## src/rtl/rv_run_ctrl.sv

```systemverilog
// Run controller for a SoC under test: holds the SoC in reset, runs it, and
// ends the run on ebreak (pass), UART inactivity (timeout) or abort.
module rv_run_ctrl #(
    parameter int unsigned RESET_HOLD     = 16,
    parameter int unsigned TIMEOUT_CYCLES = 32'd10_000_000
) (
    input  logic        clk,
    input  logic        rst,
    input  logic        start,
    input  logic        abort,
    input  logic        ebreak,
    input  logic        uart_tx,
    output logic        soc_rst_n,
    output logic        busy,
    output logic        done,
    output logic [1:0]  result,
    output logic [31:0] cycle_count
);

    localparam logic [1:0] S_IDLE  = 2'd0;
    localparam logic [1:0] S_RESET = 2'd1;
    localparam logic [1:0] S_RUN   = 2'd2;
    localparam logic [1:0] S_DONE  = 2'd3;

    localparam logic [1:0] R_PASS    = 2'b01;
    localparam logic [1:0] R_TIMEOUT = 2'b10;
    localparam logic [1:0] R_ABORT   = 2'b11;

    localparam logic [15:0] HOLD_LAST = 16'(RESET_HOLD - 1);
    localparam logic [31:0] IDLE_LAST = 32'(TIMEOUT_CYCLES - 1);

    logic [1:0]  state_reg, state_next;
    logic [1:0]  result_reg, result_next;
    logic [15:0] hold_reg;
    logic [31:0] idle_reg;
    logic [31:0] count_reg;
    logic        prev_tx_reg;
    logic        done_reg;
    logic        enter_reset;
    logic        enter_run;

    always_comb begin
        state_next  = state_reg;
        result_next = result_reg;
        case (state_reg)
            S_IDLE, S_DONE: begin
                if (start) state_next = S_RESET;
            end
            S_RESET: begin
                if (abort) begin
                    state_next  = S_DONE;
                    result_next = R_ABORT;
                end else if (hold_reg == HOLD_LAST) begin
                    state_next = S_RUN;
                end
            end
            default: begin
                // ebreak beats abort beats timeout when they coincide
                if (ebreak) begin
                    state_next  = S_DONE;
                    result_next = R_PASS;
                end else if (abort) begin
                    state_next  = S_DONE;
                    result_next = R_ABORT;
                end else if (idle_reg == IDLE_LAST) begin
                    state_next  = S_DONE;
                    result_next = R_TIMEOUT;
                end
            end
        endcase
    end

    assign enter_reset = (state_next == S_RESET) && (state_reg != S_RESET);
    assign enter_run   = (state_next == S_RUN) && (state_reg == S_RESET);

    always_ff @(posedge clk or posedge rst) begin
        if (rst) begin
            state_reg   <= S_IDLE;
            result_reg  <= 2'b00;
            hold_reg    <= 16'd0;
            idle_reg    <= 32'd0;
            count_reg   <= 32'd0;
            prev_tx_reg <= 1'b1;
            done_reg    <= 1'b0;
        end else begin
            state_reg <= state_next;
            done_reg  <= (state_next == S_DONE) && (state_reg != S_DONE);
            if (enter_reset) begin
                result_reg  <= 2'b00;
                count_reg   <= 32'd0;
                hold_reg    <= 16'd0;
                prev_tx_reg <= 1'b1;
            end else begin
                result_reg <= result_next;
                if (state_reg == S_RESET) begin
                    hold_reg <= hold_reg + 16'd1;
                end
                if (enter_run) begin
                    idle_reg <= 32'd0;
                end
                if (state_reg == S_RUN) begin
                    if (count_reg != 32'hFFFF_FFFF) begin
                        count_reg <= count_reg + 32'd1;
                    end
                    prev_tx_reg <= uart_tx;
                    // a falling edge on the UART line counts as activity
                    if (prev_tx_reg && !uart_tx) begin
                        idle_reg <= 32'd0;
                    end else begin
                        idle_reg <= idle_reg + 32'd1;
                    end
                end
            end
        end
    end

    assign soc_rst_n   = (state_reg == S_RUN) || (state_reg == S_DONE);
    assign busy        = (state_reg == S_RESET) || (state_reg == S_RUN);
    assign done        = done_reg;
    assign result      = result_reg;
    assign cycle_count = count_reg;

endmodule

```

## config.mk

```make
export PLATFORM = sky130hd
export DESIGN_NAME = rv_run_ctrl
export DESIGN_NICKNAME = d
export VERILOG_FILES = /design/src/rtl/rv_run_ctrl.sv
export SDC_FILE = /design/constraint.sdc
export NUM_CORES = 1
export LEC_CHECK = 0
export BUFFER_PORTS_ARGS = -buffer_cell sky130_fd_sc_hd__buf_2
export CORE_MARGIN = 1
export CORE_UTILIZATION = 55
export DETAILED_ROUTE_END_ITERATION = 7
export PLACE_DENSITY = 0.79
export SYNTH_ARGS = -nofsm -noshare
export SYNTH_HDL_FRONTEND = slang
export SYNTH_SLANG_ARGS = --single-unit
```

## constraint.sdc

```tcl
create_clock -name clk -period 5.5 [get_ports clk]
set_input_delay 0.275 -clock clk [delete_from_list [all_inputs] [get_ports clk]]
set_output_delay 0.275 -clock clk [all_outputs]
set_load 0.02 [all_outputs]
```

---- After elaboration in Yosys (flattened, before gate mapping) ----
Cells that the tools add are included.
word-level totals
  input port bits ......................... 6
  bits in registers ....................... 86
  memory bits (read-only) ................. 0
  output and inout bits ................... 37
  bits in latches ......................... 0
  RAM bits ................................ 0
  memories kept ........................... 0
  logic and storage cells ................. 64
cells by class
  $add $sub $neg .......................... 3
  div/mod/pow operators ................... 0
  $mul .................................... 0
  equality and inequality tests ........... 13
  muxes and demuxes ....................... 23
  magnitude comparators ................... 0
  shift operators ......................... 0
  reduce and logical (&&, ||, !) cells .... 17
  bitwise operators ....................... 1
operator list
  cell                   count
  $mux 32                6
  $add 32x1->32 const B  2
  $eq 32x24->1 const B   1
  $mux 16                2
  $ne 32x32->1 const B   1
  $mux 2                 11
  $add 16x1->16 const B  1
  $eq 16x4->1 const B    1
  $eq 2x2->1 const B     4
  $pmux 2 s2             2
  $reduce_bool 2->1      4
  $eq 2x1->1 const B     2
  $logic_and 1x1->1      4
  $ne 2x2->1 const B     2
  $reduce_and 2->1       2
  $reduce_bool 4->1      1
  $ne 3x3->1 const B     1
  $reduce_and 3->1       1
  $logic_not 2->1        1
  $logic_or 1x1->1       2
  $mux 1                 2
  $ne 2x1->1 const B     1
  $reduce_or 2->1        1
  $logic_not 1->1        1
  $not 1->1              1

---- Depth between registers and ports, before layout ----
Gate-level depths: netlist (run 1).
  depth after elaboration ................. 9
  depth in mapped cells ................... 12
  gate-level depth less buffers ........... 8

---- Least setup slack after synthesis (run 1) ----
OpenSTA, ideal clock, no wires.
  kind .................................... reg2reg
  start ................................... register state_reg[0]
  end ..................................... register idle_reg[24]
  arrival ................................. 2368 ps
  required time ........................... 5369 ps
  stages on the path, launching flop included .. 11
  slack ................................... 3001 ps
  cells stage by stage .................... dfrtp_1 inv_1 ha_1 buf_1 nand4_1 or4_4 and3_1 buf_2 buf_6 o31ai_4 o41ai_2
between the ends
  cells in the longest elaborated chain, start to end .. 8
  elaborated cells between the ends (all ways) .. 21
  classes of those cells .................. eq/ne: 6; mux: 8; bitwise: 1; reduce/logical: 6
ends and longest elaborated chain
  element                                                   RTL line  text
  start, declared                                           32        logic [1:0] state_reg, state_next;
  start signal, assigned                                    86        state_reg <= state_next;
  $mux 2                                                    65        end else if (idle_reg == IDLE_LAST) begin
  $mux 2                                                    62        end else if (abort) begin
  $mux 2                                                    59        if (ebreak) begin
  $pmux 2 s2                                                45        case (state_reg)
  $eq 2x2->1 or $eq 2x1->1 (tied branches)                  74, 73
  $logic_and 1x1->1 (on tied branches)                      74, 73
  $reduce_bool 2->1 (no line) or $not 1->1 (tied branches)  -
  $reduce_and 2->1 (no line)                                -
  end signal, assigned                                      110       idle_reg <= idle_reg + 32'd1;
  end, declared                                             35        logic [31:0] idle_reg;
Parallel ways exist; a longest one is shown, timed or not.
A chain may end at the register's enable or synchronous reset.

---- Final worst setup path (run 1) ----
  start ................................... register state_reg[1]
  end ..................................... register idle_reg[14]
Same word-level chain as after synthesis.

==> results of run 1 <==
-- report_power, final --
part           leakage (nW)  internal [mW]  switching, mW
Combinational          1.03          0.225          0.572
Clock                 0.113          0.267          0.236
Sequential             1.18          0.690         0.0559
Total                  2.32           1.18          0.864
-- metal layers --
layer	up-vias	share of wire	global-route usage
met5	-	0	0
met4	0	0.014	0.09644
met3	12	0.038	0.03333
met2	106	0.49	0.4174
met1	2179	0.46	0.3544
li1	2164	-	-
-- cell type report --
| type | count | area, um^2 | area share |
|---|---|---|---|
| clock buffers | 10 | 137.6 | 0.02468 |
| clock inverters | 5 | 82.58 | 0.01481 |
| inverters | 22 | 83.83 | 0.01503 |
| multi-input cells | 421 | 2734 | 0.4902 |
| flip-flops and latches | 86 | 2153 | 0.3861 |
| well taps | 108 | 135.1 | 0.02423 |
| repair buffers | 47 | 250.2 | 0.04487 |
-- through the flow --
step / util / setup WS, ns / cell area [um^2]
after global routing: 0.6272 / 1.652 / 5577
after CTS: 0.6272 / 1.992 / 5577
after floorplan: - / 3.001 / 5147
final: 0.6272 / 1.972 / 5577
after global placement: 0.6013 / 2.220 / 5346
after detailed placement: 0.6013 / 2.014 / 5346
-- worst min-delay path, delay by kind of cell --
family          cells  cell delay (ns)
buf+inv             1             0.12
compound gates      1             0.08
simple gates        1             0.06
-- cells in the final DEF (no fill, tap or decap), drive strengths merged, types with 6 or more instances in the layout --
cell type | Yosys | routed
clkbuf | 19 | 10
xor2 | 6 | 6
nand3 | 34 | 34
o31ai | 51 | 51
a31oi | 11 | 11
ha | 6 | 6
and2 | 10 | 10
nor3 | 18 | 18
nor2 | 39 | 39
o41ai | 7 | 7
inv | 22 | 22
dfrtp | 85 | 85
and3 | 18 | 18
o21ai | 31 | 31
nand4 | 20 | 20
buf | 14 | 46
mux2i | 6 | 6
or3 | 24 | 24
nand2 | 39 | 39
nor4 | 12 | 12
a21oi | 37 | 37
-- cells by family (layout without fill, tap and decap cells) --
logic type / count (synthesis) / in the layout / share of synthesized area
muxes: 8 / 8 / 0.01604
adders and majority gates: 6 / 6 / 0.01458
and+or+nand+nor: 240 / 240 / 0.2674
xor gates and xnor gates: 10 / 10 / 0.01701
AOI/OAI and AO/OA: 157 / 157 / 0.2139
buffers and inverters: 55 / 84 / 0.05274
DFF: 86 / 86 / 0.4183
-- worst min path at each step --
stage	endpoint	slack, ns	depth (start not counted)
global route	prev_tx_reg	0.18	3
global placement	cycle_count[27]	0.29	2
finish	prev_tx_reg	0.18	3
floorplan	prev_tx_reg	0.40	2
detailed placement	cycle_count[27]	0.31	2
CTS	prev_tx_reg	0.16	3
==> flow_metrics.tcl, run 1 <==
set metrics [dict create \
    totalPowerFinal_mw 2.047 \
    dp_cells 683 \
    clock_tree.root_cell "clkbuf_8" \
    crit_buf_inv 3 \
    die_area_um2 9750 \
    postRouteAntennaNets 0 \
    nFillCells 732 \
    fmax_ghz 0.2835 \
    drc_errors 0 \
    ios 43 \
    setup_tns_ns 0 \
    cp_max_fo 33 \
    fin_crit_sh 0.6414 \
    fin_hold_ws_ns 0.1775 \
    crit_path_max_incr_delay_ns 0.82 \
    postCtsHoldBufs 1 \
    io_buffer_count 42 \
    rsz0062_at_grt "no" \
    max_slew_margin 0.2419 \
    setup_viol 0 \
    firstDrtPassIters 5 \
    min_period_ns 3.528 \
    post-synth-top-area-cell "dfrtp_1" \
    crit_end "idle_reg[14]" \
    layout-drive-gt1-share 0.1591 \
    clkLatencyLatePin_ns 0.37 \
    die_w_um 98.74 \
    num_rows 34 \
    synthFlopType "dfrtp_1" \
    synthesis.nets 574 \
    leakagePower_nw 2.321 \
    antenna_cells 0 \
    worstPathCellList "inv_1 -> ha_1 -> nor2_1 -> o31ai_1 -> o41ai_4 -> buf_4 -> inv_1 -> nand3_2 -> o41ai_1" \
    overflow 0 \
    clock_path_buffers 2 \
    vias_per_cell 6.382 \
    r2r_end "idle_reg[14]" \
    antenna_found_initial 0 \
    yosysUniqueCellTypes 58 \
    required_ns 5.74 \
    gp_congestion 0.8837 \
    yosys_warnings 0 \
    start_util 0.5789 \
    post-dp-hpwl_um 7859 \
    reg2reg_depth 9 \
    ys_seq_area_frac 0.4183 \
    synth_edf_count 0 \
    synth.top_cell.area_share 0.4132 \
    die_h_um 98.74 \
    routedWlPerCell_um 16.73 \
    async_flop_share 1.000 \
    synthTopCellsByCount "85 x dfrtp_1, 44 x o31ai_1, 39 x nand2_1, 39 x nor2_1, 37 x a21oi_1" \
    drtIter0Drc 235 \
    crit_path_start "state_reg[1]" \
    yosysMostFrequentCell "dfrtp_1" \
    synthTopCellsByArea "dfrtp_1 41%, o31ai_1 6.4%, a21oi_1 3.6%, nand3_1 3.1%, or3_1 2.9%" \
    syn_inst 562 \
    crit_top_cell "inv_1" \
    hold_class "input pin to register" \
    maxCapViolCount 0 \
    hp-start "uart_tx" \
    finalMaxSlewViolations 0 \
    clk_pin_slew_worst_paths_ns 0.09 \
    syn_to_final_growth_pct 8.337 \
    end_kind "register" \
    core-area_um2 8891 \
    grt_pass1_vias 4251 \
    vdd.ir_drop.worst_v 0.0003135 \
    htreeDepth 3 \
    nets 599 \
    crit_path_top_delay_cell "ha_1" \
    worst_slew_pin_slew_ns 1.127 \
    cts_tree "yes" \
    finalClockSkew_ns 0.009137 \
    instances_no_fill 699 \
    path_delay_family "compound AO/OA/AOI/OAI gates" \
    outcome "finished, final reports clean" \
    via_count 4461 \
    power_density_nw_per_um2 367.0 \
    rrSetupSlack_ns 1.97 \
    finalHoldViolCount 0 \
    crit_type "register to register" \
    syn-cell-area_um2 5147 \
    cts.sink_count 86 \
    r2r_start "state_reg[1]" \
    grt_max_degree 61 \
    critical_path_depth 9 \
    cts-resized-gates 0 \
    synth_seq_cells 86 \
    start_kind "register" \
    grt_pass1_wl_um 20280 \
    drt-total-wl_um 11700 \
    cts_made_buffers 9 \
    arrival_ns 3.77 \
    grt_usage 0.2574 \
    postCtsSetupRepairBufs 0 \
    postSynthAreaPerCell_um2 9.159 \
]
Power figures use the tool's default switching activity.
==> run 2: changes to the inputs <==
--- a/config.mk
+++ b/config.mk
@@ -9,7 +9,7 @@
 export CORE_MARGIN = 1
 export CORE_UTILIZATION = 55
 export DETAILED_ROUTE_END_ITERATION = 7
-export PLACE_DENSITY = 0.79
+export PLACE_DENSITY = 0.82
 export SYNTH_ARGS = -nofsm -noshare
 export SYNTH_HDL_FRONTEND = slang
 export SYNTH_SLANG_ARGS = --single-unit
==> constraint.sdc (replaced) <==
create_clock -name clk -period 2.85 [get_ports clk]
set_input_delay 0.1425 -clock clk [delete_from_list [all_inputs] [get_ports clk]]
set_output_delay 0.1425 -clock clk [all_outputs]
set_load 0.02 [all_outputs]
==> run 2 against run 1 <==
Compared with the run above: non-clock buffer count up 16; utilization up 1.3 points; clock power up 53%; critical path type unchanged.
==> flow_metrics.tcl, run 2 (synthesis results as in run 1) <==
set metrics [dict create \
    htreeDepth 3 \
    via_count 4677 \
    finalClockSkew_ns 0.01899 \
    rrSetupSlack_ns 0.14 \
    io_buffer_count 42 \
    die_area_um2 9750 \
    r2r_start "idle_reg[0]" \
    utilization 0.6406 \
    maxCapViolCount 0 \
    clock_path_buffers 2 \
    min_period_ns 2.711 \
    power_density_nw_per_um2 701.6 \
    antenna_found_initial 0 \
    routedWlPerCell_um 17.06 \
    start_util 0.5789 \
    grt_pass1_wl_um 21360 \
    finalMaxSlewViolations 0 \
    cts_made_buffers 9 \
    drc_errors 0 \
    most-common-layout-cells "85 x dfrtp_1, 42 x buf_2, 41 x o31ai_1" \
    post-dp-hpwl_um 8513 \
    required_ns 3.07 \
    ios 43 \
    syn_to_final_growth_pct 10.65 \
    clk_pin_slew_worst_paths_ns 0.09 \
    drt-total-wl_um 12210 \
    crit_path_start "idle_reg[0]" \
    crit_end "idle_reg[16]" \
    vdd.ir_drop.worst_v 0.0003485 \
    clkLatencyLatePin_ns 0.36 \
    max_slew_margin 0.4462 \
    die_w_um 98.74 \
    fmax_ghz 0.3689 \
    hold_class "input pin to register" \
    num_rows 34 \
    antenna_cells 0 \
    cts.sink_count 86 \
    layout_commonest_cell "dfrtp_1" \
    firstDrtPassIters 5 \
    instances_no_fill 716 \
    cts_tree "yes" \
    end_kind "register" \
    fin_crit_sh 0.9512 \
    r2r_end "idle_reg[16]" \
    nFillCells 718 \
    totalPowerFinal_mw 3.996 \
    nets 615 \
    drtIter0Drc 254 \
    outcome "finished, final reports clean" \
    fin_hold_ws_ns 0.05069 \
    setup_viol 0 \
    finalHoldViolCount 0 \
    grt_pass1_vias 4585 \
    worst_slew_pin_slew_ns 0.8298 \
    overflow 0 \
    core-area_um2 8891 \
    arrival_ns 2.93 \
    setup_tns_ns 0 \
    grt_usage 0.2685 \
    dp_cells 699 \
    vias_per_cell 6.532 \
    grt_max_degree 49 \
    clock_tree.root_cell "clkbuf_8" \
    postRouteAntennaNets 0 \
    cp_max_fo 32 \
    gp_congestion 0.8739 \
    crit_type "register to register" \
    rsz0062_at_grt "no" \
    die_h_um 98.74 \
    leakagePower_nw 2.380 \
    reg2reg_depth 8 \
    layout-drive-gt1-share 0.1859 \
    start_kind "register" \
]
run 2: stage by stage:
step | cell area [um^2] | setup slack [ns]
2_1_floorplan | 5147 | 0.3508
3_3_place_gp | 5492 | 0.2099
3_5_place_dp | 5492 | 0.07422
4_1_cts | 5668 | 0.05061
5_1_grt | 5695 | 0.03221
6_report | 5695 | 0.1391
run 2: worst min path at each step:
stage,slack (ns),endpoint,from,cells past startpoint
2_1_floorplan,0.27,prev_tx_reg,uart_tx,2
3_3_place_gp,0.32,cycle_count[20],rst,2
3_5_place_dp,0.33,cycle_count[20],rst,2
4_1_cts,0.04,prev_tx_reg,uart_tx,3
5_1_grt,0.05,prev_tx_reg,uart_tx,3
6_report,0.05,prev_tx_reg,uart_tx,3
run 2: layer usage:
metal,track usage,wire (um),share of wire,vias to the layer above
met2,0.4535,6194,0.51,131
met3,0.04539,494,0.040,26
li1,-,-,-,2204
met5,0,0,0,-
met1,0.3537,5329,0.44,2316
met4,0.08381,193,0.016,0
run 2: what timing repair did:
item | in CTS | in global routing
endpoints found under the setup margin | 0 | 11
endpoints found under the hold margin | 45 | 0
gates resized for setup | 0 | 5
hold buffers | 1 | 0
setup buffers | 0 | 0
run 2: layout make-up:
class                           count  area [um^2]  area share
Inverter                           22        83.83     0.01472
Timing Repair Buffer               63        395.4     0.06942
Multi-Input combinational cell    421         2761      0.4848
Clock buffer                       11        131.4     0.02307
Clock inverter                      5        35.03    0.006151
Sequential cell                    86         2153      0.3781
Tap cell                          108        135.1     0.02373
run 2: critical path: stages (launching register included):
cell and delay (ns):
dfrtp_1 0.40, ha_1 0.23, nand3_1 0.13, or3_4 0.39
or4_4 0.56, and3_1 0.17, buf_4 0.26, o31ai_1 0.30
o21ai_0 0.13
run 2: power by group:
group / switching (mW) / internal (mW)
Combinational: 1.20 / 0.582
Sequential: 0.111 / 1.33
Clock: 0.450 / 0.320
Total: 1.76 / 2.23
